--- src/rtl/alu_arb.sv ---
// Two-requester arbiter in front of a single-issue ALU, with per-requester response FIFOs and op locking.
// Define ALU_ARB_RR_EN for round-robin arbitration; fixed priority (requester 0 first) otherwise.
module alu_arb #(
  parameter int unsigned RSP_DEPTH = 2
) (
  input  logic       clk,
  input  logic       rst,
  input  logic       req0_valid,
  output logic       req0_ready,
  input  logic [4:0] req0_op,
  input  logic [7:0] req0_a,
  input  logic [7:0] req0_b,
  input  logic       req0_ci,
  input  logic       req0_lock,
  input  logic       req1_valid,
  output logic       req1_ready,
  input  logic [4:0] req1_op,
  input  logic [7:0] req1_a,
  input  logic [7:0] req1_b,
  input  logic       req1_ci,
  input  logic       req1_lock,
  output logic       rsp0_valid,
  input  logic       rsp0_ready,
  output logic [7:0] rsp0_out,
  output logic       rsp0_c,
  output logic       rsp0_v,
  output logic       rsp0_bpage,
  output logic       rsp1_valid,
  input  logic       rsp1_ready,
  output logic [7:0] rsp1_out,
  output logic       rsp1_c,
  output logic       rsp1_v,
  output logic       rsp1_bpage,
  output logic [4:0] alu_op,
  output logic [7:0] alu_a,
  output logic [7:0] alu_b,
  output logic       alu_ci,
  input  logic [7:0] alu_out,
  input  logic       alu_c,
  input  logic       alu_v,
  input  logic       alu_bpage
);

  localparam int unsigned OP_W  = 5;
  localparam int unsigned D_W   = 8;
  localparam int unsigned RSP_W = D_W + 3;
  localparam int unsigned PTR_W = (RSP_DEPTH > 1) ? $clog2(RSP_DEPTH) : 1;
  localparam int unsigned CNT_W = $clog2(RSP_DEPTH + 1);
  localparam int unsigned CRD_W = CNT_W + 1;
  localparam logic [OP_W-1:0] ALU_NOP = '0;

  typedef enum logic [1:0] {
    OPEN  = 2'd0,
    LOCK0 = 2'd1,
    LOCK1 = 2'd2
  } lock_state_e;

  lock_state_e state_q, state_d;

  logic [1:0] valid, lock, rsp_rdy, rsp_vld, pop, elig, want, ready, accept;
  logic [RSP_W-1:0] rsp_dat [2];
  logic [RSP_W-1:0] alu_res;
  logic             tag_valid, tag_id;
  logic             prefer1;

  assign valid   = {req1_valid, req0_valid};
  assign lock    = {req1_lock, req0_lock};
  assign rsp_rdy = {rsp1_ready, rsp0_ready};
  assign alu_res = {alu_out, alu_c, alu_v, alu_bpage};
  assign want    = valid & elig;
  assign accept  = valid & ready;

  assign req0_ready = ready[0];
  assign req1_ready = ready[1];
  assign rsp0_valid = rsp_vld[0];
  assign rsp1_valid = rsp_vld[1];
  assign {rsp0_out, rsp0_c, rsp0_v, rsp0_bpage} = rsp_dat[0];
  assign {rsp1_out, rsp1_c, rsp1_v, rsp1_bpage} = rsp_dat[1];

  // Response FIFO and credit tracking; credit = in-flight op + queued responses.
  for (genvar n = 0; n < 2; n++) begin : g_rsp
    logic [PTR_W-1:0] wr_ptr, rd_ptr;
    logic [CNT_W-1:0] cnt;
    logic [RSP_W-1:0] mem [RSP_DEPTH];
    logic             push;
    logic [CRD_W-1:0] credit;

    assign push       = tag_valid && (tag_id == 1'(n));
    assign rsp_vld[n] = rst && (cnt != '0);
    assign pop[n]     = rsp_vld[n] && rsp_rdy[n];
    assign rsp_dat[n] = rsp_vld[n] ? mem[rd_ptr] : '0;
    assign credit     = CRD_W'(cnt) + CRD_W'(push);
    assign elig[n]    = (credit < CRD_W'(RSP_DEPTH)) ||
                        ((credit == CRD_W'(RSP_DEPTH)) && pop[n]);

    always_ff @(posedge clk) begin
      if (push) mem[wr_ptr] <= alu_res;
    end

    always_ff @(posedge clk) begin
      if (!rst) begin
        wr_ptr <= '0;
        rd_ptr <= '0;
        cnt    <= '0;
      end else begin
        if (push)   wr_ptr <= ptr_inc(wr_ptr);
        if (pop[n]) rd_ptr <= ptr_inc(rd_ptr);
        case ({push, pop[n]})
          2'b10:   cnt <= cnt + CNT_W'(1);
          2'b01:   cnt <= cnt - CNT_W'(1);
          default: cnt <= cnt;
        endcase
      end
    end
  end

  function automatic logic [PTR_W-1:0] ptr_inc(input logic [PTR_W-1:0] p);
    return (p == PTR_W'(RSP_DEPTH - 1)) ? '0 : p + PTR_W'(1);
  endfunction

`ifdef ALU_ARB_RR_EN
  // Pointer names the preferred requester; flips whenever both contend in OPEN.
  logic rr_ptr;

  always_ff @(posedge clk) begin
    if (!rst) begin
      rr_ptr <= 1'b0;
    end else if ((state_q == OPEN) && (&want)) begin
      rr_ptr <= ~rr_ptr;
    end
  end

  assign prefer1 = rr_ptr;
`else
  assign prefer1 = 1'b0;
`endif

  always_ff @(posedge clk) begin
    if (!rst) state_q <= OPEN;
    else      state_q <= state_d;
  end

  always_comb begin
    state_d = state_q;
    case (state_q)
      OPEN: begin
        if (accept[0] && lock[0])      state_d = LOCK0;
        else if (accept[1] && lock[1]) state_d = LOCK1;
      end
      LOCK0:   if (accept[0] && !lock[0]) state_d = OPEN;
      LOCK1:   if (accept[1] && !lock[1]) state_d = OPEN;
      default: state_d = OPEN;
    endcase
  end

  // Grant: the lock owner alone may issue; otherwise the non-preferred side yields on contention.
  always_comb begin
    ready = '0;
    case (state_q)
      OPEN: begin
        ready[0] = elig[0] && !(want[1] && prefer1);
        ready[1] = elig[1] && !(want[0] && !prefer1);
      end
      LOCK0:   ready[0] = elig[0];
      LOCK1:   ready[1] = elig[1];
      default: ready = '0;
    endcase
    if (!rst) ready = '0;
  end

  always_comb begin
    alu_op = ALU_NOP;
    alu_a  = '0;
    alu_b  = '0;
    alu_ci = 1'b0;
    if (accept[0]) begin
      alu_op = req0_op;
      alu_a  = req0_a;
      alu_b  = req0_b;
      alu_ci = req0_ci;
    end else if (accept[1]) begin
      alu_op = req1_op;
      alu_a  = req1_a;
      alu_b  = req1_b;
      alu_ci = req1_ci;
    end
  end

  always_ff @(posedge clk) begin
    if (!rst) begin
      tag_valid <= 1'b0;
      tag_id    <= 1'b0;
    end else begin
      tag_valid <= |accept;
      tag_id    <= accept[1];
    end
  end

endmodule
--- config.mk ---
export PLATFORM = sky130hd
export DESIGN_NAME = alu_arb
export DESIGN_NICKNAME = d
export VERILOG_FILES = /design/src/rtl/alu_arb.sv
export SDC_FILE = /design/constraint.sdc
export NUM_CORES = 1
export LEC_CHECK = 0
export CORE_ASPECT_RATIO = 1.2
export CORE_MARGIN = 2
export CORE_UTILIZATION = 39
export DETAILED_ROUTE_END_ITERATION = 12
export GPL_ROUTABILITY_DRIVEN = 0
export GPL_TIMING_DRIVEN = 0
export PLACE_DENSITY_LB_ADDON = 0.15
export SYNTH_ARGS = -nofsm -noshare
export SYNTH_HDL_FRONTEND = slang
export SYNTH_SLANG_ARGS = --single-unit
--- constraint.sdc ---
create_clock -name clk -period 2.9 [get_ports clk]
set_clock_uncertainty 0.15 [all_clocks]
set_input_delay 0.58 -clock clk [delete_from_list [all_inputs] [get_ports clk]]
set_output_delay 0.58 -clock clk [all_outputs]
set_load 0.01 [all_outputs]
* Word level (Yosys, flattened, before mapping)
Memories as Yosys holds them, arrays and structs flattened. A register that Yosys moved wholly into a read port is not among the register bits. Cells that the tools add are included.
Cells by class: add/sub/neg operators 10, $mul 0, divide/modulo/power cells 0, order comparisons 2, equality and inequality tests 11, shift-type cells 0, multiplexer cells 32, bitwise operators 3, reduce and logical (&&, ||, !) cells 26
Operators by type and width (count):
- $mux W8 | 4
- $mux W11 | 2
- $mux W1 | 15
- $logic_and A1 B1 Y1 | 13
- $mux W2 | 5
- $mux W5 | 2
- $pmux W2 S2 | 2
- $reduce_bool A2 Y1 | 4
- $add A2 B1 Y3 | 2
- $eq A2 B1 Y1 const B | 3
- $eq A2 B2 Y1 const B | 3
- $eq A3 B2 Y1 const B | 2
- $lt A3 B2 Y1 const B | 2
- $pmux W2 S3 | 1
- $add A1 B1 Y1 const B | 4
- $add A2 B1 Y2 const B | 2
- $ne A2 B2 Y1 const B | 2
- $reduce_or A2 Y1 | 2
- $sub A2 B1 Y2 const B | 2
- $logic_not A1 Y1 | 3
- $ne A3 B3 Y1 const B | 1
- $reduce_and A3 Y1 | 1
- $and A2 B2 Y2 | 1
- $logic_not A2 Y1 | 1
- other kinds (4) | 5
Storage, ports and cells: register bits 12, latch bits 0, memory bits (writable) 44, ROM bits 0, bits of input ports 63, output and inout port bits 48, logic and storage cells 95, memories 2
Memories:
- g_rsp[0].mem | words 2, width 11, read ports 1, clocked after Yosys merged registers in 1, write ports 1, line 84 | logic [RSP_W-1:0] mem [RSP_DEPTH];
- g_rsp[1].mem | words 2, width 11, read ports 1, clocked after Yosys merged registers in 1, write ports 1, line 84

* Longest topological paths before layout
word-level depth 16, depth in mapped cells 10, gate-level depth less buffers 9

* Worst setup path before layout
No wires, ideal clock.
path kind reg2out, start register tag_valid, end output alu_a[0], data arrival time 2183 ps, required time 2170 ps, slack -13 ps, stages on the path, launching flop included 11, buffers on the path 2, cell sequence dfxtp_1 -> nor2b_1 -> nand2_1 -> ha_1 -> nand2b_1 -> or4b_4 -> o21ai_4 -> and2_1 -> buf_4 -> buf_6 -> a22o_1
On the way: longest elaborated chain between the ends 13, elaborated cells on any way between the ends 21, classes of those cells add/sub (2); order compare (2); eq/ne (2); mux (5); bitwise (2); reduce/logical (8)
RTL lines:
- start, declared | line 63 | logic tag_valid, tag_id;
- start signal, assigned | line 194 | tag_valid <= |accept;
- parallel branches: the longest is 9 deep, another holds $add A2 B1 Y3
- $mux W2 * | line 168 | if (!rst) ready = '0;
- $and A2 B2 Y2 * | line 71 | assign accept = valid & ready;
- $mux W8 | line 181 | end else if (accept[1]) begin
- $mux W8 * | line 176 | if (accept[0]) begin
- end, declared | line 35 | output logic [7:0] alu_a,
Every way passes the cells marked *.

* Worst setup path after layout
start register tag_valid, end output alu_ci
On the way: longest elaborated chain between the ends 13, elaborated cells on any way between the ends 21, classes of those cells add/sub (2); order compare (2); eq/ne (2); mux (5); bitwise (2); reduce/logical (8)
RTL lines:
- parallel branches: the longest is 9 deep, another holds $add A2 B1 Y3
- $mux W2 * | line 168
- $and A2 B2 Y2 * | line 71
- $mux W1 | line 181
- $mux W1 * | line 176
- end, declared | line 37 | output logic alu_ci,
Marks and branches as above.

==> impl_metrics.ini <==
[hold_path]
hold_path_startpoint = state_q[1]
holdPathEnd = state_q[0]
holdPathStages = 1
hold_path_class = reg -> reg

[critical_path]
cp.arrival_ns = 2.65
crit_fanout = 7
setup.worst_path.end_class = output pin
slowest_stage = or4b_4
startpoint = tag_valid
startpoint_type = flip-flop
crit_buf_inv = 4
rrSetupSlack_ns = 0.33
r2r-start = tag_valid
worstPathCellList = nor2b_4, nand2_4, ha_4, nand2b_4, or4b_4, o21ai_4, buf_6, buf_6, nor2_4, buf_6, a22o_1, buf_2
cp_common_cell = buf_6
worst_path_largest_cell_delay_ns = 0.52
crit_type = reg -> out
r2r_cells = 12
worstReg2RegEnd = state_q[1]
cp.required_ns = 2.17
path_delay_family = simple AND/OR/NAND/NOR gates

[outcome]
violations = setup timing
status = finished, violations left

[yosys]
ys_types = 37
synth-edff-count = 44
synthTopCellsByArea = edfxtp_1, dfxtp_1, mux2i_1, a22o_1, nor2_1
synth-async-reset-ratio = 0
yosysWarnings = 0
post_synth.cell_area_avg_um2 = 12.77
synth_top_cell_by_area = edfxtp_1
synth-simple-area-share = 0.1086
ys_seq_area_frac = 0.5888
synth.area.mux_share = 0.08464
synthAdderAreaFrac = 0.03220
synth_top_family_by_area = compound AO/OA/AOI/OAI gates
synth_xor_area_frac = 0.02254
synth_compound_area_frac = 0.1224
synthCells = 213
synth_flop_cell = edfxtp_1
syn_nets = 283
synth_seq_cells = 58
syn_area_um2 = 2720
synth_top_area_frac = 0.4857

[clocking]
cts.path.max_buffers = 2
cts_tree = done
hold_buffers = 0
cts-buffers-inserted = 9
insertion_delay_ns = 0.32
cts_sinks = 58
htreeDepth = 3
cts_root_buf = clkbuf_8
clkTransAtPathRegs_ns = 0.06

[power_and_ir_drop]
p_leak_uw = 0.001616
switchingPower_uw = 613.2
p_clk_frac = 0.320
seq_power_share = 0.411
p_sw_frac = 0.2533
power_frac_comb = 0.269
ir_worst_vdd_uv = 258.3
p_int_uw = 1808
power_density_nw_per_um2 = 567.3

[die]
rows = 33
die-area_um2 = 7661
initial_core_util = 0.3993
die_x_um = 80.24
pin_count = 111
fp.coreArea_um2 = 6813
die_h_um = 95.49

[cells_and_area]
nFillCells = 588
area_growth_pct = 56.90
design_area_um2 = 4268
drive_gt1_frac = 0.2279
multi_input_area_um2 = 1072
nNetsFinal = 416
seqCellArea_um2 = 1605
antenna_cells = 0
utilization = 0.6264

[grt]
grt_max_degree = 13
grt_pass1_wl_um = 9936
grt.busiest_layer = met2
use_met2 = 0.3194
met3_usage = 0.04640
grt_usage = 0.1715
first_global_vias = 2151
grt_overflow = 0
antenna_found_initial = 0
use_met1 = 0.1872

[routing]
vias = 2113
drc = 0
vias_per_cell = 4.824
drt_pass1_iterations = 4
wl_um = 6249
drt-wirelength-per-cell_um = 14.27
drt-initial-drc-count = 36
ant_nets = 0

[sta]
slew_headroom = 0.2424
finalCritPeriodShare = 1.164
finalSetupViolCount = 24
max_freq_mhz = 296.2
rsz0062_at_grt = yes
setup_ws_ns = -0.4757
maxSlewViolCount = 0
min_period_ns = 3.376
tightest_slew_ns = 1.132
hold_viol = 0

[placement]
portBuffers = 109
dp_hpwl_um = 4383
place_area_um2 = 3928

[run]
cap_violations = 0
[cell families (layout without fill, tap and decap cells)]
family,count (synthesis),after routing
AOI/OAI and AO/OA,38,38
and+or+nand+nor,58,58
adders and majority gates,7,7
DFF,58,58
muxes,23,23
xor gates and xnor gates,7,7
buffers and inverters,22,160
[stage by stage]
step	hold WS, ns	setup TNS, ns	setup slack [ns]	power, uW	cells
finish	0.3897	-10.25	-0.4757	2421	438
CTS	0.4026	-10.76	-0.5056	2439	436
global route	0.4287	-12.66	-0.5799	2544	438
detailed placement	0.3837	-19.28	-0.8899	1595	409
global placement	0.3708	-19.23	-0.8991	1586	409
floorplan	0.3204	0	0.008844	1306	213
[what timing repair did]
| action | CTS | global route |
|---|---|---|
| pin swaps | 10 | 3 |
| setup buffers | 9 | 2 |
| cloned | 4 | 0 |
| gates resized for setup | 120 | 8 |
| endpoints found under the setup margin | 37 | 24 |
[state kept, by name (all words and copies together), names as in the netlist, named ones only]
register / flops
g_rsp.mem: 44
g_rsp.cnt: 4
g_rsp.rd_ptr: 2
g_rsp.wr_ptr: 2
state_q: 2
tag_id: 1
tag_valid: 1
[layer usage]
layer  share of wire  vias to the layer above
met2            0.53                       86
li1                -                     1046
met5               0                        -
met3           0.068                        6
met1            0.39                      975
met4           0.011                        0
[how the worst max path moves through the flow]
stage                to  slack (ns)  cells past startpoint
4_1_cts        alu_a[0]       -0.51                     12
2_1_floorplan  alu_a[0]       0.009                     10
3_5_place_dp   alu_b[2]       -0.89                      9
5_1_grt        alu_a[0]       -0.58                     12
6_report         alu_ci       -0.48                     12
3_3_place_gp   alu_a[0]       -0.90                      9
[worst reg2reg max path: cells and delay by family, from the launching register on]
kind | cells | cell delay [ns]
fa+ha+maj | 1 | 0.27
flops | 1 | 0.33
compound gates | 3 | 0.51
buf+inv | 4 | 0.40
simple gates | 4 | 0.82
[final cells by class]
type / count / share of cell area
Buffer: 10 / 0.02140
Sequential cell: 58 / 0.3761
Timing Repair Buffer: 124 / 0.2680
Multi-Input combinational cell: 133 / 0.2512
Clock buffer: 10 / 0.02990
Clock inverter: 6 / 0.01906
Tap cell: 87 / 0.02551
Inverter: 10 / 0.008795
[power groups by stage]
stage	clock, uW	sequential (uW)	combinational (uW)
final	775	995	652
after global routing	829	1000	714
after CTS	800	995	645
after detailed placement	0	1000	595
after global placement	0	996	590
after floorplan	0	993	313
[layout by cell type, fill, tap and decap left out, types with 3 or more instances in the layout]
cell type	n
and2_1	8
buf_6	11
buf_4	10
dfxtp_2	3
o21a_1	3
clkbuf_8	9
nand2_1	3
dfxtp_1	11
edfxtp_1	44
nor2b_1	4
a22o_1	22
ha_1	5
clkdlybuf4s50_1	86
buf_2	21
xnor2_1	7
inv_1	9
o21ai_0	4
mux2i_1	23
nor2_1	25
[synthesized netlist by cell type, types with 2 or more instances]
cell,n
buf_4,3
inv_1,9
a22o_1,22
mux2i_1,23
ha_1,7
nor2_1,27
o21a_1,3
and2_1,9
nand2_1,5
or3_1,3
edfxtp_1,44
clkbuf_1,2
buf_6,2
buf_1,3
a21boi_0,2
buf_2,2
nor2b_1,5
dfxtp_1,14
xnor2_1,7
o21ai_0,4
(Power assumes the default switching activity.)
